`config.mk`:
```
export PLATFORM = sky130hd
export DESIGN_NAME = sdram_word_bridge
export DESIGN_NICKNAME = d
export VERILOG_FILES = /design/src/rtl/sdram_bridge_pkg.sv /design/src/rtl/sdram_word_bridge.sv
export SDC_FILE = /design/constraint.sdc
export NUM_CORES = 1
export LEC_CHECK = 0
export BUFFER_PORTS_ARGS = -buffer_cell sky130_fd_sc_hd__buf_4
export CORE_MARGIN = 1.5
export CORE_UTILIZATION = 35
export DETAILED_ROUTE_END_ITERATION = 10
export REMOVE_ABC_BUFFERS = 1
export SLEW_MARGIN = 15
export SYNTH_ARGS = -nofsm -noshare
export SYNTH_HDL_FRONTEND = slang
export SYNTH_SLANG_ARGS = --single-unit
```
`constraint.sdc`:
```
create_clock -name clk_clk -period 2.28 [get_ports clk_clk]
set_clock_uncertainty 0.15 [all_clocks]
set_input_delay 0.342 -clock clk_clk [delete_from_list [all_inputs] [get_ports clk_clk]]
set_output_delay 0.342 -clock clk_clk [all_outputs]
set_load 0.01 [all_outputs]
```
`src/rtl/sdram_bridge_pkg.sv`:
```
// Shared types and constants for the 32-bit to 16-bit SDRAM word bridge.
package sdram_bridge_pkg;

   localparam int unsigned DATA_W = 32;
   localparam int unsigned HALF_W = 16;
   localparam int unsigned BE_W   = 4;
   localparam int unsigned CNT_W  = 2;

   typedef enum logic [2:0] {
      IDLE    = 3'd0,
      WR_LO   = 3'd1,
      WR_HI   = 3'd2,
      RD_LO   = 3'd3,
      RD_HI   = 3'd4,
      RD_WAIT = 3'd5
   } state_t;

   localparam logic       HALF_LO   = 1'b0;
   localparam logic       HALF_HI   = 1'b1;
   localparam logic [1:0] BE_NONE_N = 2'b11;
   localparam logic [1:0] BE_ALL_N  = 2'b00;

endpackage

```
`src/rtl/sdram_word_bridge.sv`:
```
// Splits 32-bit CPU word requests into two 16-bit Avalon-MM transfers
// (low half first) and reassembles read halves into one 32-bit response.
module sdram_word_bridge
   import sdram_bridge_pkg::*;
#(
   parameter int unsigned ADDR_W     = 24,
   parameter int unsigned SDR_ADDR_W = 25,
   parameter bit          SKIP_EMPTY = 1'b1
) (
   input  logic                  clk_clk,
   input  logic                  reset_reset_n,
   input  logic                  cpu_req_valid,
   output logic                  cpu_req_ready,
   input  logic                  cpu_req_we,
   input  logic [ADDR_W-1:0]     cpu_req_addr,
   input  logic [DATA_W-1:0]     cpu_req_wdata,
   input  logic [BE_W-1:0]       cpu_req_be,
   output logic [DATA_W-1:0]     cpu_rdata,
   output logic                  cpu_rvalid,
   output logic [SDR_ADDR_W-1:0] av_address,
   output logic [1:0]            av_byteenable_n,
   output logic                  av_chipselect,
   output logic [HALF_W-1:0]     av_writedata,
   output logic                  av_read_n,
   output logic                  av_write_n,
   input  logic [HALF_W-1:0]     av_readdata,
   input  logic                  av_readdatavalid,
   input  logic                  av_waitrequest
);

   state_t                  state, state_d;
   logic [ADDR_W-1:0]       addr_q;
   logic [DATA_W-1:0]       wdata_q;
   logic [BE_W-1:0]         be_q;
   logic [CNT_W-1:0]        cnt_q, cnt_d;
   logic [HALF_W-1:0]       lo_q, lo_d;
   logic [DATA_W-1:0]       rdata_d;
   logic                    rvalid_d, ready_d;
   logic [SDR_ADDR_W-1:0]   av_address_d;
   logic [1:0]              av_byteenable_n_d;
   logic                    av_chipselect_d;
   logic [HALF_W-1:0]       av_writedata_d;
   logic                    av_read_n_d, av_write_n_d;

   logic                    accept, cmd_done, in_read;
   logic                    load, load_half, load_rd, clear;
   logic [1:0]              half_be;
   logic [ADDR_W-1:0]       src_addr;
   logic [DATA_W-1:0]       src_wdata;
   logic [BE_W-1:0]         src_be;

   // Handshake decode; request fields come straight from the port in the accepting cycle.
   assign accept    = cpu_req_valid & cpu_req_ready;
   assign cmd_done  = av_chipselect & ~av_waitrequest;
   assign in_read   = state inside {RD_LO, RD_HI, RD_WAIT};
   assign src_addr  = (state == IDLE) ? cpu_req_addr  : addr_q;
   assign src_wdata = (state == IDLE) ? cpu_req_wdata : wdata_q;
   assign src_be    = (state == IDLE) ? cpu_req_be    : be_q;

   // Next state, next Avalon command and read-return assembly.
   always_comb begin
      state_d           = state;
      load              = 1'b0;
      load_half         = HALF_LO;
      load_rd           = 1'b0;
      clear             = 1'b0;
      half_be           = 2'b00;
      cnt_d             = cnt_q;
      lo_d              = lo_q;
      rdata_d           = cpu_rdata;
      rvalid_d          = 1'b0;
      av_address_d      = av_address;
      av_byteenable_n_d = av_byteenable_n;
      av_chipselect_d   = av_chipselect;
      av_writedata_d    = av_writedata;
      av_read_n_d       = av_read_n;
      av_write_n_d      = av_write_n;

      case (state)
         IDLE: begin
            if (accept) begin
               if (!cpu_req_we) begin
                  state_d = RD_LO;
                  load    = 1'b1;
                  load_rd = 1'b1;
               end else if (SKIP_EMPTY && (cpu_req_be == 4'b0000)) begin
                  state_d = IDLE;
               end else if (SKIP_EMPTY && (cpu_req_be[1:0] == 2'b00)) begin
                  state_d   = WR_HI;
                  load      = 1'b1;
                  load_half = HALF_HI;
               end else begin
                  state_d = WR_LO;
                  load    = 1'b1;
               end
            end
         end
         WR_LO: begin
            if (cmd_done) begin
               if (SKIP_EMPTY && (be_q[3:2] == 2'b00)) begin
                  state_d = IDLE;
                  clear   = 1'b1;
               end else begin
                  state_d   = WR_HI;
                  load      = 1'b1;
                  load_half = HALF_HI;
               end
            end
         end
         WR_HI: begin
            if (cmd_done) begin
               state_d = IDLE;
               clear   = 1'b1;
            end
         end
         RD_LO: begin
            if (cmd_done) begin
               state_d   = RD_HI;
               load      = 1'b1;
               load_half = HALF_HI;
               load_rd   = 1'b1;
            end
         end
         RD_HI: begin
            if (cmd_done) begin
               clear = 1'b1;
               if ((cnt_q == 2'd2) || (av_readdatavalid && (cnt_q == 2'd1)))
                  state_d = IDLE;
               else
                  state_d = RD_WAIT;
            end
         end
         RD_WAIT: begin
            if (av_readdatavalid && (cnt_q == 2'd1))
               state_d = IDLE;
         end
         default: state_d = IDLE;
      endcase

      // Halves may return while the high command is still stalled.
      if (in_read && av_readdatavalid) begin
         if (cnt_q == 2'd0) begin
            lo_d  = av_readdata;
            cnt_d = 2'd1;
         end else if (cnt_q == 2'd1) begin
            rdata_d  = {av_readdata, lo_q};
            rvalid_d = 1'b1;
            cnt_d    = 2'd2;
         end
      end
      if (state_d == IDLE)
         cnt_d = '0;

      // Present a new command, or drop the strobes once the last one is taken.
      if (load) begin
         half_be           = (load_half == HALF_HI) ? src_be[3:2] : src_be[1:0];
         av_address_d      = SDR_ADDR_W'({src_addr, load_half});
         av_byteenable_n_d = load_rd ? BE_ALL_N : ~half_be;
         av_chipselect_d   = 1'b1;
         av_read_n_d       = ~load_rd;
         av_write_n_d      = load_rd;
         if (!load_rd)
            av_writedata_d = (load_half == HALF_HI) ? src_wdata[31:16] : src_wdata[15:0];
      end else if (clear) begin
         av_byteenable_n_d = BE_NONE_N;
         av_chipselect_d   = 1'b0;
         av_read_n_d       = 1'b1;
         av_write_n_d      = 1'b1;
      end

      ready_d = (state_d == IDLE);
   end

   // State, request capture and all registered outputs.
   always_ff @(posedge clk_clk or negedge reset_reset_n) begin
      if (!reset_reset_n) begin
         state           <= IDLE;
         addr_q          <= '0;
         wdata_q         <= '0;
         be_q            <= '0;
         cnt_q           <= '0;
         lo_q            <= '0;
         cpu_rdata       <= '0;
         cpu_rvalid      <= 1'b0;
         cpu_req_ready   <= 1'b1;
         av_address      <= '0;
         av_byteenable_n <= BE_NONE_N;
         av_chipselect   <= 1'b0;
         av_writedata    <= '0;
         av_read_n       <= 1'b1;
         av_write_n      <= 1'b1;
      end else begin
         state           <= state_d;
         if (accept) begin
            addr_q  <= cpu_req_addr;
            wdata_q <= cpu_req_wdata;
            be_q    <= cpu_req_be;
         end
         cnt_q           <= cnt_d;
         lo_q            <= lo_d;
         cpu_rdata       <= rdata_d;
         cpu_rvalid      <= rvalid_d;
         cpu_req_ready   <= ready_d;
         av_address      <= av_address_d;
         av_byteenable_n <= av_byteenable_n_d;
         av_chipselect   <= av_chipselect_d;
         av_writedata    <= av_writedata_d;
         av_read_n       <= av_read_n_d;
         av_write_n      <= av_write_n_d;
      end
   end

endmodule

```
==> out/metrics.cfg <==
[die]
chipHeight_um = 145
initial_core_util_pct = 35.9
die_area_mm2 = 0.0210
die_x_um = 145
num_rows = 51
io_pins = 162
core_area_mm2 = 0.0196

[pwr]
total_power_w = 0.0139
p_clk_share_pct = 22.8
power_leakage_nw = 4.52
ir_drop_uv = 836
power_frac_comb_pct = 41.4
p_sw_w = 0.00475
p_int_w = 0.00913
p_per_area_mw_per_mm2 = 1390
swShare_pct = 34.2
seqPwrFrac_pct = 35.9

[timing]
period_share_pct = 95.5
hold_violations = 0
setup_viol = 0
timing.slew.headroom_pct = 57.3
slew_violations = 0
min_period_ns = 2.18
fin_ws_ns = 0.102
worst_pin_slew_ns = 0.635
fmax_mhz = 459
rsz0062_at_grt = false

[logic_synthesis]
synth_warnings = 0
ys_seq_area_share_pct = 56.6
syn_area_per_cell_um2 = 11.8
ys_seq_elements = 159
netlist_top_cells_count = dfrtp_1 (154), mux2_2 (106), nand2_1 (87), a31oi_1 (26), nor3_1 (26)
synth-xor-area-share_pct = 0.124
synth_compound_area_share_pct = 9.85
synth_top_area_share_pct = 54.7
async_reset_ff_share_pct = 100
synthCells = 595
ys.flop_type = dfrtp_1
synth_edf_count = 0
synth_cell_type_count = 48
synth.most_common_cell = dfrtp_1
synth-simple-area-share_pct = 12.6
yosysTopAreaCell = dfrtp_1
netlist_area_mm2 = 0.00704
synth_area_leaders = dfrtp_1 (55%), mux2_2 (17%), nand2_1 (4.6%)
synth_top_family_by_area = multiplexers
synthMuxAreaShare_pct = 17.2
synthAdderAreaFrac_pct = 0

[routing]
dr.pass1.iters = 4
avgRoutedWirePerCell_um = 17.3
drc = 0
wl_met1_mm = 7.94
avgViaCountPerCell = 5.19
wl_met3_um = 924
dr_wl_met2_mm = 9.62
highest_layer = met4
vias = 5677
dr.first_iter.drc_count = 238
ant_nets = 0
drt-total-wl_mm = 18.9

[run_status]
outcome = finished clean

[clock_tree]
cts_max_level = 4
clock-sinks = 159
clockBufferDepth = 2
clkLatencyLatePin_ns = 0.43
clk_pin_slew_worst_paths_ns = 0.06
clk_root_buffer_cell = clkbuf_16
tritoncts = yes
cts_buffers = 17

[setup_path]
reg2reg_from = state[2]
critPathMaxFanout = 16
rrSetupSlack_ns = 0.10
critPathSlowestCell = or3_2
path_class = flop to flop
critical_path.cell_chain = or3_2 -> a2111oi_4 -> buf_12 -> o22ai_1 -> o32a_1
startpoint_type = flop
critical_path.top_delay_family = compound AO/OA/AOI/OAI gates
crit_buf_inv = 1
worst_r2r_path_depth = 5
slowest_delay_ns = 0.57
startpoint = state[2]
arrival_ns = 2.34
worstSetupEndpointType = flop
r2r_end = av_writedata[13]
worstPathRequired_ns = 2.44

[final_layout]
nNetsFinal = 897
fill_cells = 1715
drive_gt1_share_pct = 41.4
antenna_cells = 0
stdcell_area_mm2 = 0.00995
area_growth_syn_to_layout_pct = 41.4
final_util_pct = 50.8

[grt]
grt_first_pass_wirelength_mm = 29.6
first_global_vias = 5910
overflow = 0
antenna_found_initial = 0
grtUsageTotal_pct = 18.5
grt_start_max_net_pins = 57

[min_path]
holdCritPathClass = primary input to flop
min_to = wdata_q[23]
min-delay-start = cpu_req_wdata[23]
min_delay_path_depth = 2

[placement]
placed_area_mm2 = 0.00873
dp_hpwl_mm = 12.6
gp_congestion = 0.836
portBuffers = 161
post-place-ws_ns = 0.0879

[run]
maxCapViolations = 0

[flip-flops by register name, summed over array words and instances (netlist names)]
| signal | count |
|---|---|
| av_read_n | 1 |
| state | 3 |
| av_write_n | 1 |
| lo_q | 16 |
| av_byteenable_n | 2 |
| av_writedata | 16 |
| av_chipselect | 1 |
| be_q | 2 |
| cpu_req_ready | 1 |
| addr_q | 24 |
| cnt_q | 2 |
| wdata_q | 32 |
| cpu_rdata | 32 |
| av_address | 25 |
| cpu_rvalid | 1 |
[cell usage in the layout, fill, tap and decap left out, types with 3 or more instances in the layout]
cell / count
o22ai_1: 16
dlygate4sd3_1: 56
inv_1: 6
nor2b_1: 4
bufinv_16: 5
nand2_1: 87
a21oi_1: 5
a31oi_1: 26
mux2_2: 106
clkbuf_16: 17
o32a_1: 16
buf_4: 177
nor3b_1: 4
buf_12: 11
nor2_1: 4
and3_1: 18
nand3_1: 17
dfstp_2: 5
nor3_1: 25
o21ai_0: 19
dfrtp_1: 154
o31ai_1: 3
[power groups by stage]
stage          Clock [W]  Combinational (W)  Sequential (W)
2_1_floorplan          0            0.00291         0.00510
3_3_place_gp           0            0.00553         0.00495
3_5_place_dp           0            0.00569         0.00501
4_1_cts          0.00325            0.00578         0.00498
5_1_grt          0.00337            0.00626         0.00515
6_report         0.00316            0.00574         0.00497
[cells by family (layout without fill, tap and decap cells)]
group | after synthesis | after routing
xor gates and xnor gates | 1 | 1
and+or+nand+nor | 180 | 180
DFF | 159 | 159
muxes | 108 | 108
AOI/OAI and AO/OA | 96 | 96
buffers and inverters | 51 | 284
[routing by layer]
metal | track usage [%] | up-vias
li1 | - | 2594
met1 | 22.0 | 2885
met2 | 31.7 | 171
met3 | 4.61 | 27
met4 | 7.66 | 0
met5 | 0 | -
[area by class of cell]
type	count	area (um2)	area share (%)
clock buffers	20	457	4.59
inverters	6	22.5	0.226
flip-flops and latches	159	3990	40.0
clock inverters	12	205	2.06
repair buffers	246	2130	21.4
well taps	265	332	3.33
multi-input cells	385	2820	28.3
[what timing repair did]
action | CTS | global route
endpoints found under the setup margin | 0 | 2
endpoints found under the hold margin | 118 | 0
hold buffers | 56 | 0
setup buffers | 0 | 0
resized for setup | 0 | 1
[metrics by stage]
step | std cells | hold slack (ns) | setup TNS [ns]
floorplan | 550 | -0.104 | -103.95
global placement | 1005 | 0.215 | 0
detailed placement | 1005 | 0.213 | 0
CTS | 1093 | 0.000550 | 0
global route | 1093 | 0.000716 | 0
finish | 1093 | 0.0218 | 0
[worst max-delay path by stage]
stage                               endpoint  slack (ns)  depth (start not counted)
after floorplan           av_byteenable_n[1]       -2.10                          4
after global placement      av_writedata[12]        0.15                          7
after detailed placement      av_address[22]        0.09                          6
after CTS                      av_address[2]        0.07                          6
after global routing                cnt_q[1]        0.03                          5
final                       av_writedata[13]        0.10                          5
(Power assumes the default switching activity.)
